<file path="src/rtl/fifo_wr_arbiter.sv">
// Round-robin burst arbiter for the FIFO write port: each requester owns the
// port for up to BURST_MAX beats, then ownership rotates to the next requester.
module fifo_wr_arbiter #(
    parameter int N         = 4,
    parameter int W         = 8,
    parameter int BURST_MAX = 4,
    localparam int OW       = (N > 1) ? $clog2(N) : 1,
    localparam int CW       = $clog2(BURST_MAX + 1)
) (
    input  logic             clk,
    input  logic             rst,
    input  logic [N-1:0]     req,
    input  logic [N*W-1:0]   req_data,
    output logic [N-1:0]     gnt,
    input  logic             fifo_full,
    output logic             fifo_write_enable,
    output logic [W-1:0]     fifo_data_in,
    output logic [OW-1:0]    owner,
    output logic             busy,
    output logic [15:0]      wr_count
);

    typedef enum logic {IDLE, BURST} state_t;

    state_t          state, state_nxt;
    logic [OW-1:0]   owner_nxt, last, last_nxt, base, pick, idx;
    logic [CW-1:0]   beat_cnt, beat_nxt;
    logic            any_req, xfer, exit_burst;

    assign busy    = (state == BURST);
    assign any_req = |req;

    // Per-requester grant: only the current owner may move a beat, and only
    // when the FIFO can take it.
    for (genvar i = 0; i < N; i++) begin : g_gnt
        assign gnt[i] = busy && (owner == OW'(i)) && req[i] && !fifo_full;
    end

    assign xfer              = |gnt;
    assign fifo_write_enable = xfer;
    assign fifo_data_in      = xfer ? req_data[int'(owner)*W +: W] : '0;

    // Search base+1 .. base+N; iterating downward lets the nearest hit win,
    // so base itself ends up lowest priority.
    always_comb begin
        base = busy ? owner : last;
        pick = base;
        idx  = '0;
        for (int k = N; k >= 1; k--) begin
            idx = OW'((int'(base) + k) % N);
            if (req[idx]) pick = idx;
        end
    end

    assign exit_burst = !req[owner] || (xfer && (beat_cnt == CW'(BURST_MAX - 1)));

    always_comb begin
        state_nxt = state;
        owner_nxt = owner;
        last_nxt  = last;
        beat_nxt  = beat_cnt;
        case (state)
            IDLE: begin
                if (any_req) begin
                    state_nxt = BURST;
                    owner_nxt = pick;
                    last_nxt  = pick;
                    beat_nxt  = '0;
                end
            end
            BURST: begin
                if (xfer) beat_nxt = beat_cnt + 1'b1;
                if (exit_burst) begin
                    beat_nxt = '0;
                    if (any_req) begin
                        owner_nxt = pick;
                        last_nxt  = pick;
                    end else begin
                        state_nxt = IDLE;
                    end
                end
            end
            default: state_nxt = IDLE;
        endcase
    end

    always_ff @(posedge clk or posedge rst) begin
        if (rst) begin
            state    <= IDLE;
            owner    <= '0;
            last     <= OW'(N - 1);
            beat_cnt <= '0;
            wr_count <= '0;
        end else begin
            state    <= state_nxt;
            owner    <= owner_nxt;
            last     <= last_nxt;
            beat_cnt <= beat_nxt;
            if (xfer) wr_count <= wr_count + 16'd1;
        end
    end

endmodule

</file>
<file path="config.mk">
export PLATFORM = sky130hd
export DESIGN_NAME = fifo_wr_arbiter
export DESIGN_NICKNAME = d
export VERILOG_FILES = /design/src/rtl/fifo_wr_arbiter.sv
export SDC_FILE = /design/constraint.sdc
export NUM_CORES = 1
export LEC_CHECK = 0
export CAP_MARGIN = 30
export CORE_MARGIN = 2
export CORE_UTILIZATION = 37
export DETAILED_ROUTE_END_ITERATION = 8
export GPL_ROUTABILITY_DRIVEN = 1
export PLACE_DENSITY = 0.89
export SETUP_SLACK_MARGIN = 0.5
export SLEW_MARGIN = 20
export SYNTH_ARGS = -nofsm -noshare
export SYNTH_HDL_FRONTEND = slang
export SYNTH_SLANG_ARGS = --single-unit
export TNS_END_PERCENT = 30
</file>
<file path="constraint.sdc">
create_clock -name clk -period 1.6 [get_ports clk]
set_input_delay 0.32 -clock clk [delete_from_list [all_inputs] [get_ports clk]]
set_output_delay 0.32 -clock clk [all_outputs]
set_load 0.05 [all_outputs]
</file>
* Yosys cells after proc, flatten, opt, wreduce, memory -nomap -nowiden
Index checks and enable logic that the tools add are counted.
** Storage, ports and cells
- Input bits :: 39
- Bits in registers :: 24
- Output and inout port bits :: 32
** Cells by class
- Muxes and demuxes :: 29
- Shifts and indexed selects :: 1
- Add/subtract/negate cells :: 6
- Reductions and logical operators :: 20
- Bitwise gates (word level) :: 1
- Eq/ne operators :: 7
- Order comparisons :: 5
** Operator list (count)
- 32-bit by 6-bit variable part select with 8-bit output :: 1
- 2-bit 2-to-1 mux :: 9
- 16-bit by 1-bit adder with 16-bit output (second input constant) :: 1
- 2-bit by 3-bit less-than comparator with 1-bit output (second input constant) :: 5
- 1-bit logical AND :: 13
- 1-bit binary-select mux with 2-bit select :: 5
- 3-bit 2-to-1 mux :: 3
- 8-bit 2-to-1 mux :: 1
- 2-bit one-hot mux with 2 select lines :: 2
- 4-bit OR reduction :: 2
- 1-bit 2-to-1 mux :: 7
- 3-bit one-hot mux with 2 select lines :: 1
- 2-bit by 1-bit adder with 2-bit output (second input constant) :: 2
- 2-bit adder (second input constant) :: 2
- 2-bit equality test (second input constant) :: 2
- 3-bit by 1-bit adder with 3-bit output (second input constant) :: 1
- 3-bit by 2-bit equality test with 1-bit output (second input constant) :: 1
- 3-bit by 1-bit != test with 1-bit output (second input constant) :: 1
- 2-bit by 1-bit equality test with 1-bit output (second input constant) :: 1
- 1-bit zero test :: 2
- 2-bit zero test :: 1
- 2-bit by 1-bit != test with 1-bit output (second input constant) :: 1
- 2-bit != test (second input constant) :: 1
- 1-bit one-hot mux with 2 select lines :: 1
- 3 further kinds :: 3

* Depth between registers and ports, before layout
Gate-level depths: netlist of run 1.
- Depth after elaboration :: 11
- Depth in mapped cells :: 7
- Mapped depth without buffers :: 6

* Worst setup path before layout of run 1
Ideal clock, no wire load.
- Path type :: register to output
- Start point :: reg state (netlist: busy)
- End point :: out gnt[0]
- Required time :: 1.280 ns
- Cell stages (with the launch flop) :: 5
- Arrival time :: 2.961 ns
- Path buffers :: 2
- Path slack :: -1.681 ns
- Cells stage by stage :: dfrtp_1 -> clkbuf_1 -> nor2b_1 -> clkbuf_1 -> nor4bb_1
** On the way
- Longest elaborated chain between the ends :: 3
** Ends and longest elaborated chain
- start: declaration :: line 25 : state_t state, state_nxt;
- start signal: assignment :: line 95 : state <= state_nxt;
- 1-bit logical AND (3 in series) :: line 36 : assign gnt[i] = busy && (owner == OW'(i)) && req[i] && !fifo_full;
- end: declaration :: line 14 : output logic [N-1:0] gnt,
No other way between the ends.

* Final worst setup path of run 1
- Start point :: reg owner[0]
- End point :: out fifo_data_in[7]
** On the way
- Longest elaborated chain between the ends :: 6
** Ends and longest elaborated chain
- start: declaration :: line 18 : output logic [OW-1:0] owner,
- start signal: assignment :: line 96 : owner <= owner_nxt;
- parallel branches: the longest is 5 deep, another holds 32-bit by 6-bit variable part select with 8-bit output
- 8-bit 2-to-1 mux (*) :: line 41 : assign fifo_data_in = xfer ? req_data[int'(owner)*W +: W] : '0;
- end: declaration :: line 17 : output logic [W-1:0] fifo_data_in,
Mark *: on every way between the ends.

==> results.md, run 1 <==
* Fin Clk Skew at 0.00713 ns
* GPL Wtd Cong at 0.920
* Setup TNS at -9.12 ns
* Area grow syn2layout at 106%
* Failing checks: setup timing
* Peak per-stage delay on the critical path at 0.50 ns
* GRT Util Overall at 26.6%
* Critical path required time at approximately 1.3 ns
* Final hold vios at 0
* Antenna cell count at 0
* Total routed wirelength at 5700 um
* Fin. max-slew vios at 0
* Largest family of logic cells by synthesized area: simple AND/OR/NAND/NOR gates
* Drt via density at ~5.6
* Outcome: finished, violations left
* Most common cell after layout, fill and taps aside: clkdlybuf4s50_1
* Port Buffers at 70
* Unique masters post-synth at 33
* Cells along the critical path: buf_6 > mux4_2 > and3_4 > buf_8
* Syn Area/Cell at ~11 sq um
* Die Wd at 67.5 um
* Arrival time at the worst endpoint at 1.73 ns
* Max-Cap Viols at 0
* CP Class: register to output port
* # IOs at 71
* Post-layout instance area at just over 3000 sq um
* Worst path bufs/invs at 2
* Core area at 3940 sq um
* Number of global-route vias before repair at 1702
* Simple-gate share of the synthesized area at 21.6%
* DRC Markers at 0
* DR WL/cell at 20.4 um
* Syn nets at about 180
* Rel. slew slack at 73.2%
* Setup slack after layout at -0.453 ns
* Number of synthesized flops with an enable pin at 0
* Fmax at 487 MHz
* Leading area contributor after synthesis: dfrtp_1
* CTS Sinks at 24
* Synth Cell Area at about 1500 sq um
* Commonest non-fill, non-tap cells in the layout: clkdlybuf4s50_1, buf_12, dfrtp_1
* Routed vias at between 1500 and 2000
* First-pass GRT wire length at just under 9000 um
* CTS root buffer: clkbuf_8
* Clock Latency Late Sink at ~0.27 ns
* Tcrit/Tclk final at 128%
* Share of layout cells above drive strength 1 at 52.0%
* Starting Density at 37.8%
* Die area at 4550 sq um
* Complex-gate fraction of the synthesized area at 5.54%
* Synth Flop Type: dfrtp_1
* Worst Tran Pin Value at 0.400 ns
* Post-Synth XOR/XNOR Area at between 8 and 9%
* Crit end category: output port
* Final Core Density at 77.8%
* #FFs+latches synth at 24
* Drt initial violations at 34
* Post-route ant nets at 0
* Yosys top cell area share at between 30% and 40%
* Post-synthesis sequential area ratio at 40.4%
* Worst setup startpoint: owner[0]
* Place WS at -0.611 ns
* Clock transition at path regs at 0.09 ns
* Startpoint types: register
* Final Non-Filler Cells at 279
* Area after DPL at 2640 sq um
* Max FO, Critical Path at 5
* Post-DP HPWL at 3310 um
* Yosys warnings at 0
* CTS max path bufs at 2
* Largest net degree at the start of global routing at 25
* Asr flop ratio synth at 100%
* Dpl cells at between 200 and 300
* Worst vdd ir at approximately 1400 uV
* CTS tree: yes
* Die Ht at a little under 70 um
* CP delay by family, top: multiplexers
* # rows at 23
* Endpoints failing setup at 37
* Tot Pwr at 4.77 mW
* Slowest CP cell: mux4_2
* Minimum clock period at ~2.1 ns
* Grt ovf at 0
* CTS Hold Bufs at 0
* Pwr dens at 1560 nW/um^2
* Worst hold margin at 0.380 ns
* CTS Buf Count at 3
* Leak at 1.36 nW
* Mux cell area share after synthesis at between 15 and 20%
* RSZ-0062 raised after global routing: true
* DR pass1 iterations at 4
* Worst Hold Class: input port to async pin
* Post-Syn Instances at 134
* Initial antenna violation count at 0
* # H-tree levels at 1
* Final #Nets at 272
* R2R Path Start: owner[0]
* Post-synthesis adder-cell area fraction at 2.52%
* Top post-synthesis cells by area: dfrtp_1, mux4_2, xnor2_1
## metal layers
| layer | up-vias | track usage [%] | wire length [um] |
|---|---|---|---|
| met5 | - | 0 | 0 |
| met4 | 0 | 18.6 | 274 |
| met3 | 25 | 6.17 | 304 |
| met2 | 68 | 45.1 | 3070 |
| met1 | 766 | 29.2 | 2050 |
| li1 | 697 | - | - |
## worst register-to-register path: cells and delay by family (launching register included)
kind	cells	cell delay [ns]
flip-flops	1	0.46
multiplexers	1	0.63
AND/OR/NAND/NOR	1	0.18
buffers and inverters	1	0.18
AO/OA/AOI/OAI	2	0.42
## synth_stat cells (all sizes together) (2+ instances only)
cell and count:
xnor2 14, a21oi 2, nor2 4, mux2 3, inv 4, nand3 4, clkbuf 6, nor2b 3
a2bb2oi 2, dfstp 2, nor3 3, nand4 5, ha 3, and3 12, dfrtp 22, buf 3
a21o 3, and4 4, mux2i 2, mux4 9, nand2 13
## repair_timing
item / CTS / global route
gates resized for setup: 56 / 19
setup endpoints to repair: 55 / 55
setup buffers: 7 / 1
pin swaps: 18 / 6
cloned: 2 / 0
## power by group
part	internal, mW	leakage [nW]	total [mW]	switching, mW
Sequential	0.774	0.304	0.973	0.199
Clock	0.335	0.0357	0.534	0.199
Combinational	1.69	1.02	3.26	1.57
## worst paths after layout
path                              endpoint  slack [ns]  cells after the start
setup / recovery           fifo_data_in[7]       -0.45                      4
max in group asynchronous          last[0]        0.93                      3
hold / removal                 wr_count[3]        0.38                      3
min in group clk               beat_cnt[2]        0.49                      1
setup reg to reg                  owner[1]       -0.32                      5
hold reg to reg                beat_cnt[2]        0.49                      1
## state kept, by name (all words and copies together), names as in the netlist
signal	count
wr_count	16
last	2
owner	2
busy	1
beat_cnt	3
## logic make-up (layout without fill, tap and decap cells)
| family | count (synthesis) | in the layout |
|---|---|---|
| buffers and inverters | 13 | 107 |
| multiplexers | 14 | 15 |
| flip-flops | 24 | 24 |
| XOR/XNOR | 15 | 15 |
| AO/OA/AOI/OAI | 11 | 11 |
| adder cells (fa/ha/maj) | 3 | 3 |
| AND/OR/NAND/NOR | 54 | 54 |
## layout make-up
type                       instances  area [sq um]
inverter                           4          18.8
sequential                        24           609
clock buffer                       3          41.3
fill                             227           876
multi-input combinational         98          1050
timing repair buffer              99          1250
clock inverter                     1          30.0
tap                               50          62.6
Power figures use the tool's default switching activity.
==> run 2: changes to the inputs <==
- CAP_MARGIN: 30 -> 20
- HOLD_SLACK_MARGIN: unset -> 0.06
==> results of run 2 <==
No change in the layout: final DEF, timing and power equal those of run 1.
==> run 3: changes to the inputs <==
- CORE_UTILIZATION: 37 -> 41
- PLACE_DENSITY: 0.89 -> 0.92
- SETUP_SLACK_MARGIN: 0.5 -> 0.02
- clock period: 1.6 -> 2.2 ns (I/O delays scaled with it)
==> run 3 against run 2 <==
Effect of this change:
- the run still ends with setup timing left
- worst setup slack gained 0.38 ns
- die area shrank 9.2%
- sequential cell count is the same
- sequential share of layout area grew 2.9 points
- cell area shrank 13%
- non-clock buffer count shrank 10
- clock skew shrank 0.0023 ns
- critical path type unchanged
- critical endpoint is now fifo_data_in[5]
==> results.md, run 3 (synthesized netlist as in run 1, its figures left out) <==
* Startpoint types: register
* Port Buffers at 70 (unchanged)
* Post-route ant nets at 0 (unchanged)
* CTS root buffer: clkbuf_4
* Area after DPL at 2500 sq um (-5.3%)
* Rel. slew slack at 64.9% (-8.2 points)
* Final #Nets at 262 (-3.7%)
* Starting Density at 43.7% (+5.8 points)
* Final hold vios at 0 (unchanged)
* Number of global-route vias before repair at 1562 (-8.2%)
* Drt initial violations at 63 (+85%)
* Fin Clk Skew at 0.00485 ns (-0.00228 ns)
* Fmax at 440 MHz
* CTS Sinks at 24 (unchanged)
* Die Wd at 64.3 um (-4.7%)
* Largest net degree at the start of global routing at 25 (unchanged)
* Most flops, register: wr_count
* Initial antenna violation count at 0 (unchanged)
* Largest register FFs at 16 (unchanged)
* Clock transition at path regs at 0.13 ns (+0.04 ns)
* Minimum clock period at 2.27 ns
* Antenna cell count at 0 (unchanged)
* Worst Tran Pin Value at 0.525 ns (+0.125 ns)
* Max FO, Critical Path at 7 (+2)
* CTS max path bufs at 2 (unchanged)
* CTS tree: yes
* GPL Wtd Cong at 0.769 (-16%)
* # IOs at 71 (unchanged)
* Leak at 1.18 nW (-13%)
* Routed vias at 1461 (-6.1%)
* Worst vdd ir at 918 uV (-34%)
* Max-Cap Viols at 0 (unchanged)
* Outcome: finished, violations left
* Top flop regs: wr_count x16, beat_cnt x3
* Worst Hold Class: input port to async pin
* R2R Path Start: owner[0]
* Endpoints failing setup at 9 (-76%)
* Most common cell after layout, fill and taps aside: clkdlybuf4s50_1
* CP Class: register to output port
* # H-tree levels at 1 (unchanged)
* Core area at 3420 sq um (-13%)
* Crit end category: output port
* Fin. max-slew vios at 0 (unchanged)
* # rows at 21 (-8.7%)
* Area grow syn2layout at 78.4%
* DR WL/cell at 18.3 um (-10%)
* Commonest non-fill, non-tap cells in the layout: clkdlybuf4s50_1, dfrtp_1, buf_4
* Die area at 4140 sq um (-9.2%)
* Share of layout cells above drive strength 1 at 32.9% (-19 points)
* Worst hold margin at 0.433 ns (+0.0530 ns)
* Setup slack after layout at -0.0714 ns (+0.382 ns)
* RSZ-0062 raised after global routing: true
* Arrival time at the worst endpoint at 1.83 ns (+0.10 ns)
* First-pass GRT wire length at 7870 um (-9.9%)
* Critical path required time at 1.76 ns (+0.48 ns)
* CTS Buf Count at 3 (unchanged)
* Pwr dens at 1100 nW/um^2 (-29%)
* Worst setup startpoint: owner[0]
* GRT Util Overall at 25.4% (-1.2 points)
* DR pass1 iterations at 4 (unchanged)
* Grt ovf at 0 (unchanged)
* Tcrit/Tclk final at 103%
* Post-DP HPWL at 3400 um (+2.7%)
* Failing checks: setup timing
* Drt via density at 5.51 (-1.1%)
* Clock Latency Late Sink at 0.32 ns (+0.05 ns)
* DRC Markers at 0 (unchanged)
* Die Ht at 64.3 um (-4.7%)
* Total routed wirelength at 4840 um (-15%)
* Post-layout instance area at 2660 sq um (-13%)
-- run 3: changes by cell type in the layout (fill, tap and decap cells not counted), moves of 3 or more --
cell,before,now
buf_6,13,1
buf_4,15,19
nand2_4,3,0
clkbuf_8,3,0
nand2_1,7,12
nand3_1,1,4
clkbuf_4,0,3
buf_8,9,0
nand3_2,3,0
clkdlybuf4s50_1,33,49
buf_12,23,14
-- run 3: power by group --
group / switching, mW / internal (mW)
registers: 0.156 / 0.560
clock network: 0.135 / 0.185
logic: 0.944 / 0.938
total: 1.24 / 1.68
-- run 3: cell type report --
cell class,instances,area [sq um]
inverter,4,15.0
multi-input combinational,98,943
sequential,24,607
timing repair buffer,89,985
tap,46,57.6
fill,184,756
clock buffer,3,22.5
clock inverter,1,30.0
-- run 3: critical path, cell delays in order (launching register included) --
cell and delay (ns):
dfrtp_2 0.48, buf_12 0.16, mux4_2 0.51, and3_4 0.21, buf_12 0.15
-- run 3: repair_timing --
action / 4_1_cts / 5_1_grt
pin swaps: 3 / 0
gates resized for setup: 15 / 6
endpoints found under the setup margin: 9 / 17
buffers inserted: 5 / 0
hold buffers: 0 / 0
gates cloned: 1 / 0
-- run 3: per-layer routing --
layer	track usage, %	wire length (um)	vias up
li1	-	-	669
met1	29.3	1870	734
met2	46.1	2650	44
met3	4.58	181	14
met4	10.1	136	0
met5	0	0	-
-- run 3: final timing paths --
kind                                    to  slack [ns]  depth (start not counted)
max                        fifo_data_in[5]       -0.07                          4
min                            wr_count[6]        0.43                          3
max reg2reg                        last[1]        0.10                          6
min reg2reg                   wr_count[15]        0.48                          1
max in group asynchronous          last[1]        1.48                          3
min in group clk              wr_count[15]        0.48                          1
-- run 3: stage by stage --
| stage | utilization (%) | worst slack, ns | power [mW] | cells | setup TNS (ns) |
|---|---|---|---|---|---|
| floorplan | - | 0.0230 | 1.78 | 134 | 0 |
| global placement | 73.2 | -0.0827 | 2.39 | 255 | -1.04 |
| detailed placement | 73.2 | -0.128 | 2.44 | 255 | -1.76 |
| CTS | 77.4 | -0.0470 | 2.90 | 265 | -0.267 |
| global route | 77.9 | -0.140 | 3.06 | 265 | -1.16 |
| finish | 77.9 | -0.0714 | 2.92 | 265 | -0.478 |
